### src/rtl/counter_pkg.sv
// Shared encodings for the parameterised up/down/bounce counter.
// Holds the mode enum and the bounce-phase enum.
package counter_pkg;

    typedef enum logic [1:0] {
        MODE_UP     = 2'b00,
        MODE_DOWN   = 2'b01,
        MODE_BOUNCE = 2'b10,
        MODE_HOLD   = 2'b11
    } mode_e;

    typedef enum logic {
        UP_PH   = 1'b0,
        DOWN_PH = 1'b1
    } phase_e;

endpackage

### src/rtl/udc_next_step.sv
// Combinational next-step logic for param_updown_counter.
// Ports: count/mode/phase in; count_nxt, phase_nxt, evt out.
// With COUNTER_LOAD_EN: load_val in, load_clamp out (clamped to MODULUS-1).
module udc_next_step
    import counter_pkg::*;
#(
    parameter int WIDTH    = 4,
    parameter int MODULUS  = 16,
    parameter int SATURATE = 0
) (
    input  logic [WIDTH-1:0] count,
    input  logic [1:0]       mode,
    input  logic             phase,
`ifdef COUNTER_LOAD_EN
    input  logic [WIDTH-1:0] load_val,
    output logic [WIDTH-1:0] load_clamp,
`endif
    output logic [WIDTH-1:0] count_nxt,
    output logic             phase_nxt,
    output logic             evt
);

    // One extra bit so MODULUS = 2**WIDTH is representable.
    localparam logic [WIDTH:0] MAXV = (WIDTH+1)'(MODULUS - 1);

    logic [WIDTH:0] c;
    logic [WIDTH:0] nxt;
    logic           at_max;
    logic           at_min;
    phase_e         cur_ph;
    phase_e         eff_ph;
    phase_e         ph;

    assign c      = {1'b0, count};
    assign at_max = (c == MAXV);
    assign at_min = (c == '0);
    assign cur_ph = phase_e'(phase);

`ifdef COUNTER_LOAD_EN
    assign load_clamp = ({1'b0, load_val} >= MAXV + 1'b1)
                      ? MAXV[WIDTH-1:0] : load_val;
`endif

    always_comb begin
        nxt    = c;
        ph     = cur_ph;
        evt    = 1'b0;
        eff_ph = cur_ph;
        unique case (mode_e'(mode))
            MODE_UP: begin
                ph = UP_PH;
                if (at_max) begin
                    evt = 1'b1;
                    nxt = (SATURATE != 0) ? MAXV : '0;
                end else begin
                    nxt = c + 1'b1;
                end
            end
            MODE_DOWN: begin
                ph = DOWN_PH;
                if (at_min) begin
                    evt = 1'b1;
                    nxt = (SATURATE != 0) ? '0 : MAXV;
                end else begin
                    nxt = c - 1'b1;
                end
            end
            MODE_BOUNCE: begin
                // Endpoints force the direction; otherwise keep the phase,
                // which mirrors dir, so entry from up/down inherits dir.
                if (at_max)
                    eff_ph = DOWN_PH;
                else if (at_min)
                    eff_ph = UP_PH;
                nxt = (eff_ph == UP_PH) ? c + 1'b1 : c - 1'b1;
                // Phase flips on reaching an endpoint.
                if (nxt == MAXV)
                    ph = DOWN_PH;
                else if (nxt == '0)
                    ph = UP_PH;
                else
                    ph = eff_ph;
                // A turnaround is any change of direction.
                evt = (ph != cur_ph);
            end
            MODE_HOLD: begin
                nxt = c;
            end
        endcase
    end

    assign count_nxt = nxt[WIDTH-1:0];
    assign phase_nxt = ph;

endmodule

### src/rtl/param_updown_counter.sv
// Up/down/bounce counter with wrap or saturate, registered count/dir/tc.
// Ports: clk, reset (sync, active-low), en, mode, count, dir, tc;
// load/load_val exist only when COUNTER_LOAD_EN is defined.
module param_updown_counter
    import counter_pkg::*;
#(
    parameter int WIDTH    = 4,
    parameter int MODULUS  = 16,
    parameter int SATURATE = 0
) (
    input  logic             clk,
    input  logic             reset,
    input  logic             en,
    input  logic [1:0]       mode,
`ifdef COUNTER_LOAD_EN
    input  logic             load,
    input  logic [WIDTH-1:0] load_val,
`endif
    output logic [WIDTH-1:0] count,
    output logic             dir,
    output logic             tc
);

    phase_e           phase;
    logic [WIDTH-1:0] count_nxt;
    logic             phase_nxt;
    logic             evt;
`ifdef COUNTER_LOAD_EN
    logic [WIDTH-1:0] load_clamp;
`endif

    udc_next_step #(
        .WIDTH    (WIDTH),
        .MODULUS  (MODULUS),
        .SATURATE (SATURATE)
    ) u_step (
        .count      (count),
        .mode       (mode),
        .phase      (phase),
`ifdef COUNTER_LOAD_EN
        .load_val   (load_val),
        .load_clamp (load_clamp),
`endif
        .count_nxt  (count_nxt),
        .phase_nxt  (phase_nxt),
        .evt        (evt)
    );

    always_ff @(posedge clk) begin
        if (!reset) begin
            count <= '0;
            dir   <= 1'b1;
            tc    <= 1'b0;
            phase <= UP_PH;
`ifdef COUNTER_LOAD_EN
        end else if (load) begin
            count <= load_clamp;
            tc    <= 1'b0;
`endif
        end else if (en) begin
            count <= count_nxt;
            phase <= phase_e'(phase_nxt);
            dir   <= (phase_e'(phase_nxt) == UP_PH);
            tc    <= evt;
        end else begin
            tc    <= 1'b0;
        end
    end

endmodule

### config.mk
export PLATFORM = sky130hd
export DESIGN_NAME = param_updown_counter
export DESIGN_NICKNAME = d
export VERILOG_FILES = /design/src/rtl/counter_pkg.sv /design/src/rtl/udc_next_step.sv /design/src/rtl/param_updown_counter.sv
export SDC_FILE = /design/constraint.sdc
export NUM_CORES = 1
export LEC_CHECK = 0
export CORE_MARGIN = 3
export CORE_UTILIZATION = 53
export DETAILED_ROUTE_END_ITERATION = 8
export GPL_TIMING_DRIVEN = 0
export PLACE_DENSITY = 0.86
export SLEW_MARGIN = 25
export SYNTH_ARGS = -nofsm -noshare
export SYNTH_HDL_FRONTEND = slang
export SYNTH_SLANG_ARGS = --single-unit
### constraint.sdc
create_clock -name clk -period 2.2 [get_ports clk]
set_clock_uncertainty 0.05 [all_clocks]
set_input_delay 0.44 -clock clk [delete_from_list [all_inputs] [get_ports clk]]
set_output_delay 0.44 -clock clk [all_outputs]
set_load 0.02 [all_outputs]
# ---- Yosys cells after proc, flatten, opt, wreduce, memory -nomap -nowiden
# Cells that the tools add are included.
dict set report totals {
  reg_bits 7
  latchBits 0
  mem_bits_rw 0
  mem_bits_ro 0
  inputBits 5
  output_inout_bits 6
  wordCells 33
  memories 0
}
dict set report classes {
  add_sub_neg 2
  n_mul 0
  div 0
  n_lt_le_gt_ge 0
  n_eq_ne 6
  n_shift 0
  mux 14
  bitwise_logic 2
  n_reduce_logical 5
}
# operator count
set ops {}
lappend ops {{one-hot mux 4 bit (4 select lines)} 1}
lappend ops {{logical NOT 5 bit} 2}
lappend ops {{2-to-1 mux 1 bit} 8}
lappend ops {{2-to-1 mux 4 bit} 2}
lappend ops {{one-hot mux 1 bit (3 select lines)} 2}
lappend ops {{adder 4 x 1 -> 5 bit (second input constant)} 1}
lappend ops {{== test 5 x 4 -> 1 bit (second input constant)} 1}
lappend ops {{2-to-1 mux 5 bit} 1}
lappend ops {{subtractor 4 x 1 -> 5 bit (second input constant)} 1}
lappend ops {{== test 2 bit (second input constant)} 2}
lappend ops {{== test 4 bit (second input constant)} 1}
lappend ops {{AND reduction 2 bit} 2}
lappend ops {{== test 2 x 1 -> 1 bit (second input constant)} 1}
lappend ops {{logical NOT 2 bit} 1}
lappend ops {{NOT 1 bit} 2}
lappend ops {{!= test 1 bit} 1}

# ---- Longest topological paths before layout
dict set report logic_depth {
  depth_word 11
  depth_mapped 7
  ltp_nobuf 7
}

# ---- Hierarchy
# From an unflattened synthesis, not the netlist that was laid out.
dict set report hier_totals {
  hier_cells 121
  hier_area_um2 864.6
}
# module n_inst cells_each area_per_inst_um2 seq_area_each_um2
set modules_own_cells {}
lappend modules_own_cells {udc_next_step 1 99 610.6 0.0}
lappend modules_own_cells {param_updown_counter 1 22 254.0 140.1}

# ---- Least setup slack after synthesis
# Ideal clock, no wire load.
dict set report synth_timing {
  path_type {reg-to-reg}
  from {register count[0]}
  to {register dir}
  setup_time_ns 0.115
  arrival_time_ns 1.857
  t_required_ns 2.035
  setup_slack_ns 0.179
  path_stages_with_launch 8
  path_buffers 0
  period_less_slack_ns 2.021
  cell_sequence {dfxtp_1 inv_1 ha_1 nand3b_1 a21bo_1 a221oi_2 a21oi_1 o21a_1}
}
dict set report synth_between {
  elab_chain_len 11
  word_cells_on_any_way 15
  cone_classes {add/sub: 2; eq/ne: 2; mux: 8; bitwise: 1; reduce/logical: 2}
}
# item line_no
set synth_lines {}
lappend synth_lines {{start, declared} param_updown_counter.sv:19} ;# output logic [WIDTH-1:0] count,
lappend synth_lines {{start signal, assigned} param_updown_counter.sv:61} ;# count <= count_nxt;
lappend synth_lines {{logical NOT 5 bit} udc_next_step.sv:36} ;# assign at_min = (c == '0);
lappend synth_lines {{2-to-1 mux 1 bit} udc_next_step.sv:73} ;# else if (at_min)
lappend synth_lines {{2-to-1 mux 1 bit} udc_next_step.sv:71} ;# if (at_max)
lappend synth_lines {{2-to-1 mux 1 bit} udc_next_step.sv:49} ;# unique case (mode_e'(mode))
lappend synth_lines {{2-to-1 mux 5 bit} udc_next_step.sv:75} ;# nxt = (eff_ph == UP_PH) ? c + 1'b1 : c - 1'b1;
lappend synth_lines {{logical NOT 5 bit} udc_next_step.sv:79} ;# else if (nxt == '0)
lappend synth_lines {{2-to-1 mux 1 bit} udc_next_step.sv:79}
lappend synth_lines {{2-to-1 mux 1 bit *} udc_next_step.sv:77} ;# if (nxt == MAXV)
lappend synth_lines {{2-to-1 mux 1 bit *} udc_next_step.sv:49}
lappend synth_lines {{one-hot mux 1 bit (3 select lines) *} udc_next_step.sv:49}
lappend synth_lines {{NOT 1 bit *} param_updown_counter.sv:63} ;# dir <= (phase_e'(phase_nxt) == UP_PH);
lappend synth_lines {{end signal, assigned} param_updown_counter.sv:63}
lappend synth_lines {{end, declared} param_updown_counter.sv:20} ;# output logic dir,
# Every way passes the cells marked *; elsewhere a longest branch is shown, timed or not. The select of a mux whose other input is x is not followed.
# A chain may end at the register's enable or synchronous reset.

# ---- Worst setup path in the final report
dict set report layout_timing {
  from {input port mode[1]}
  to {register count[2]}
}
dict set report layout_between {
  elab_chain_len 3
  word_cells_on_any_way 7
  cone_classes {eq/ne: 3; mux: 1; bitwise: 1; reduce/logical: 2}
}
# item line_no
set layout_lines {}
lappend layout_lines {{start, declared} param_updown_counter.sv:14} ;# input logic [1:0] mode,
lappend layout_lines {{parallel branches: the longest is 3 deep, another holds one-hot mux 4 bit (4 select lines)} -}
# Parallel ways; which one is timed is not known.

==> results_dict.tcl <==
set metrics [dict create \
    multi_input_area_um2 577 \
    die_h_um 44.4 \
    status "completed" \
    core_area_um2 1350 \
    first_iter_violations 42 \
    slew_violations 0 \
    synth_edf_count 0 \
    syn_avg_cell_area_um2 8.07 \
    ys_ff_latch 7 \
    regArea_um2 141 \
    ios 11 \
    fmax_mhz 472 \
    rows 13 \
    cts_root_buffer "clkbuf_4" \
    layout-drive-gt1-share 0.153 \
    p_per_area_nw_per_um2 504 \
    fill_cells 106 \
    worstSetupPathType "primary input to register" \
    cp-start-kind "primary input" \
    yosys_most_used_dff "dfxtp_1" \
    setup_viol 0 \
    whs_path_depth 2 \
    fin_cells 126 \
    hp-class "register to register" \
    ir_drop_uv 369 \
    synth.distinct_cells 40 \
    dieArea_um2 1970 \
    synth_warnings 0 \
    place_ws_ps -174 \
    grt_pass1_vias 673 \
    fp.dieW_um 44.4 \
    synthArstFlopShare 0 \
    min_to "dir" \
    drtAntennaViolNets 0 \
    cts_sinks 7 \
    finalNetCount 123 \
    holdBufCountCts 0 \
    reg2reg_to "dir" \
    min_period_ps 2120 \
    numCtsBuffers 3 \
    overflow 0 \
    cp_slowest_stage_delay_ps 500 \
    place_inst 122 \
    grtUsageTotal 0.204 \
    initial_utilization 0.580 \
    wl_per_cell_um 15.0 \
    syn_nets 108 \
    relSlewSlack 0.752 \
    grt_pass1_wl_um 3030 \
    setup_tns_ps 0 \
    diodes 0 \
    final_common_cell "clkdlybuf4s50_1" \
    ys_seq_area_frac 0.179 \
    cts.reportedPaths.clkPinSlew_ps 50 \
    setup_slack_ps 83.1 \
    dp_hpwl_um 1400 \
    antenna_found_initial 0 \
    port_buffers 10 \
    worst_slew_pin_slew_ps 373 \
    r2r_cells 7 \
    first_pass_iters 4 \
    vias_per_cell 6.61 \
    min_period_over_period 0.962 \
    crit_chain "clkdlybuf4s50_1 > inv_1 > ha_1 > clkbuf_1 > o21ai_0 > nand3_1 > o211ai_1 > a221oi_1" \
    drv_cap 0 \
    rsz0062_at_grt "no" \
    drc 0 \
    cts_max_path_buffers 2 \
    grt_max_degree 11 \
    cts_tree "done" \
    syn_area_um2 783 \
    clk_latency_ps 260 \
    routed-via-count 833 \
    finalWeightedCongestion 0.857 \
    htreeDepth 1 \
    min_from "dir" \
    cp.arrival_ps 2230 \
    slowest_stage "clkdlybuf4s50_1" \
    mostFrequentLayoutCells "clkdlybuf4s50_1, inv_1, nand2_1, a21oi_1" \
    reg2reg_from "count[1]" \
    area_growth_pct 19.5 \
    wirelength_um 1880 \
    r2r_slack_ps 200 \
    cp_max_fo 10 \
    end_kind "register" \
    p_leak_nw 0.375 \
    netlist_instances 97 \
    hold_viol_final 0 \
    postCtsSetupRepairBufs 0 \
    cp.required_ps 2320 \
]
==> sequential cells by signal, indices dropped and copies added (netlist names) <==
name and count:
phase 1, count 4, dir 1, tc 1
==> final cells by class <==
type	instances	area share
inverters	8	0.0321
plain buffers	6	0.0455
flip-flops and latches	7	0.151
clock buffers	4	0.0281
well taps	15	0.0201
multi-input cells	76	0.616
repair buffers	10	0.107
==> where the power goes <==
group | leakage, nW | internal [mW] | switching (mW)
logic | 0.303 | 0.0869 | 0.107
registers | 0.0578 | 0.136 | 0.0156
clock network | 0.0150 | 0.0698 | 0.0560
total | 0.375 | 0.293 | 0.178
==> critical path: cells and delay by family <==
kind,cells,cell delay [ps]
AOI/OAI and AO/OA,3,530
buffers and inverters,3,880
and+or+nand+nor,1,110
adders and majority gates,1,270
==> cell usage after synthesis (all sizes together) (2+ instances only) <==
cell,count,area (µm²)
nand3b,3,22.5
o21ai,6,30.0
nand3,4,20.0
nand2,7,26.3
nor3,2,10.0
xor2,2,17.5
clkbuf,2,7.51
nor2b,3,18.8
ha,6,75.1
nor2,2,7.51
inv,8,30.0
dfxtp,7,140
nor3b,4,30.0
a31oi,3,18.8
o31ai,2,15.0
o211ai,2,15.0
a21oi,7,35.0
a221oi,3,38.8
buf,4,33.8
o31a,2,17.5
nand2b,2,20.0
==> worst max-delay path by stage <==
stage / from / to / slack (ps) / cells past startpoint
floorplan: count[0] / dir / 180 / 7
detailed placement: mode[1] / count[2] / -170 / 8
CTS: mode[1] / count[2] / 80 / 8
finish: mode[1] / count[2] / 80 / 8
global route: mode[0] / count[2] / 3 / 8
global placement: mode[0] / count[2] / -140 / 8
==> routing by layer <==
| layer | vias to the layer above | track usage | wire (µm) | share of wire |
|---|---|---|---|---|
| li1 | 398 | - | - | - |
| met1 | 392 | 0.266 | 816 | 0.43 |
| met2 | 38 | 0.334 | 908 | 0.48 |
| met3 | 5 | 0.0244 | 118 | 0.063 |
| met4 | 0 | 0.0904 | 40 | 0.021 |
| met5 | - | 0 | 0 | 0 |
==> what timing repair did <==
| action | CTS | global route |
|---|---|---|
| cloned | 0 | 0 |
| pin swaps | 0 | 0 |
| endpoints found under the setup margin | 2 | 4 |
| resized for setup | 1 | 4 |
==> through the flow <==
step	hold WS, ps	total power, mW	area [µm²]	utilization
6_report	535	0.471	936	0.693
5_1_grt	550	0.495	936	0.693
4_1_cts	531	0.467	930	0.689
3_5_place_dp	519	0.342	902	0.668
3_3_place_gp	517	0.337	902	0.668
2_1_floorplan	528	0.288	783	-
==> logic make-up (layout without fill, tap and decap cells) <==
group	Yosys count	count (layout)	share of synthesized area
DFF	7	7	0.179
muxes	2	2	0.0319
adders and majority gates	6	6	0.0958
xor gates and xnor gates	3	3	0.0336
and+or+nand+nor	30	30	0.225
buffers and inverters	14	28	0.0911
AOI/OAI and AO/OA	35	35	0.343
No activity file was read; power rests on OpenSTA's default activity.
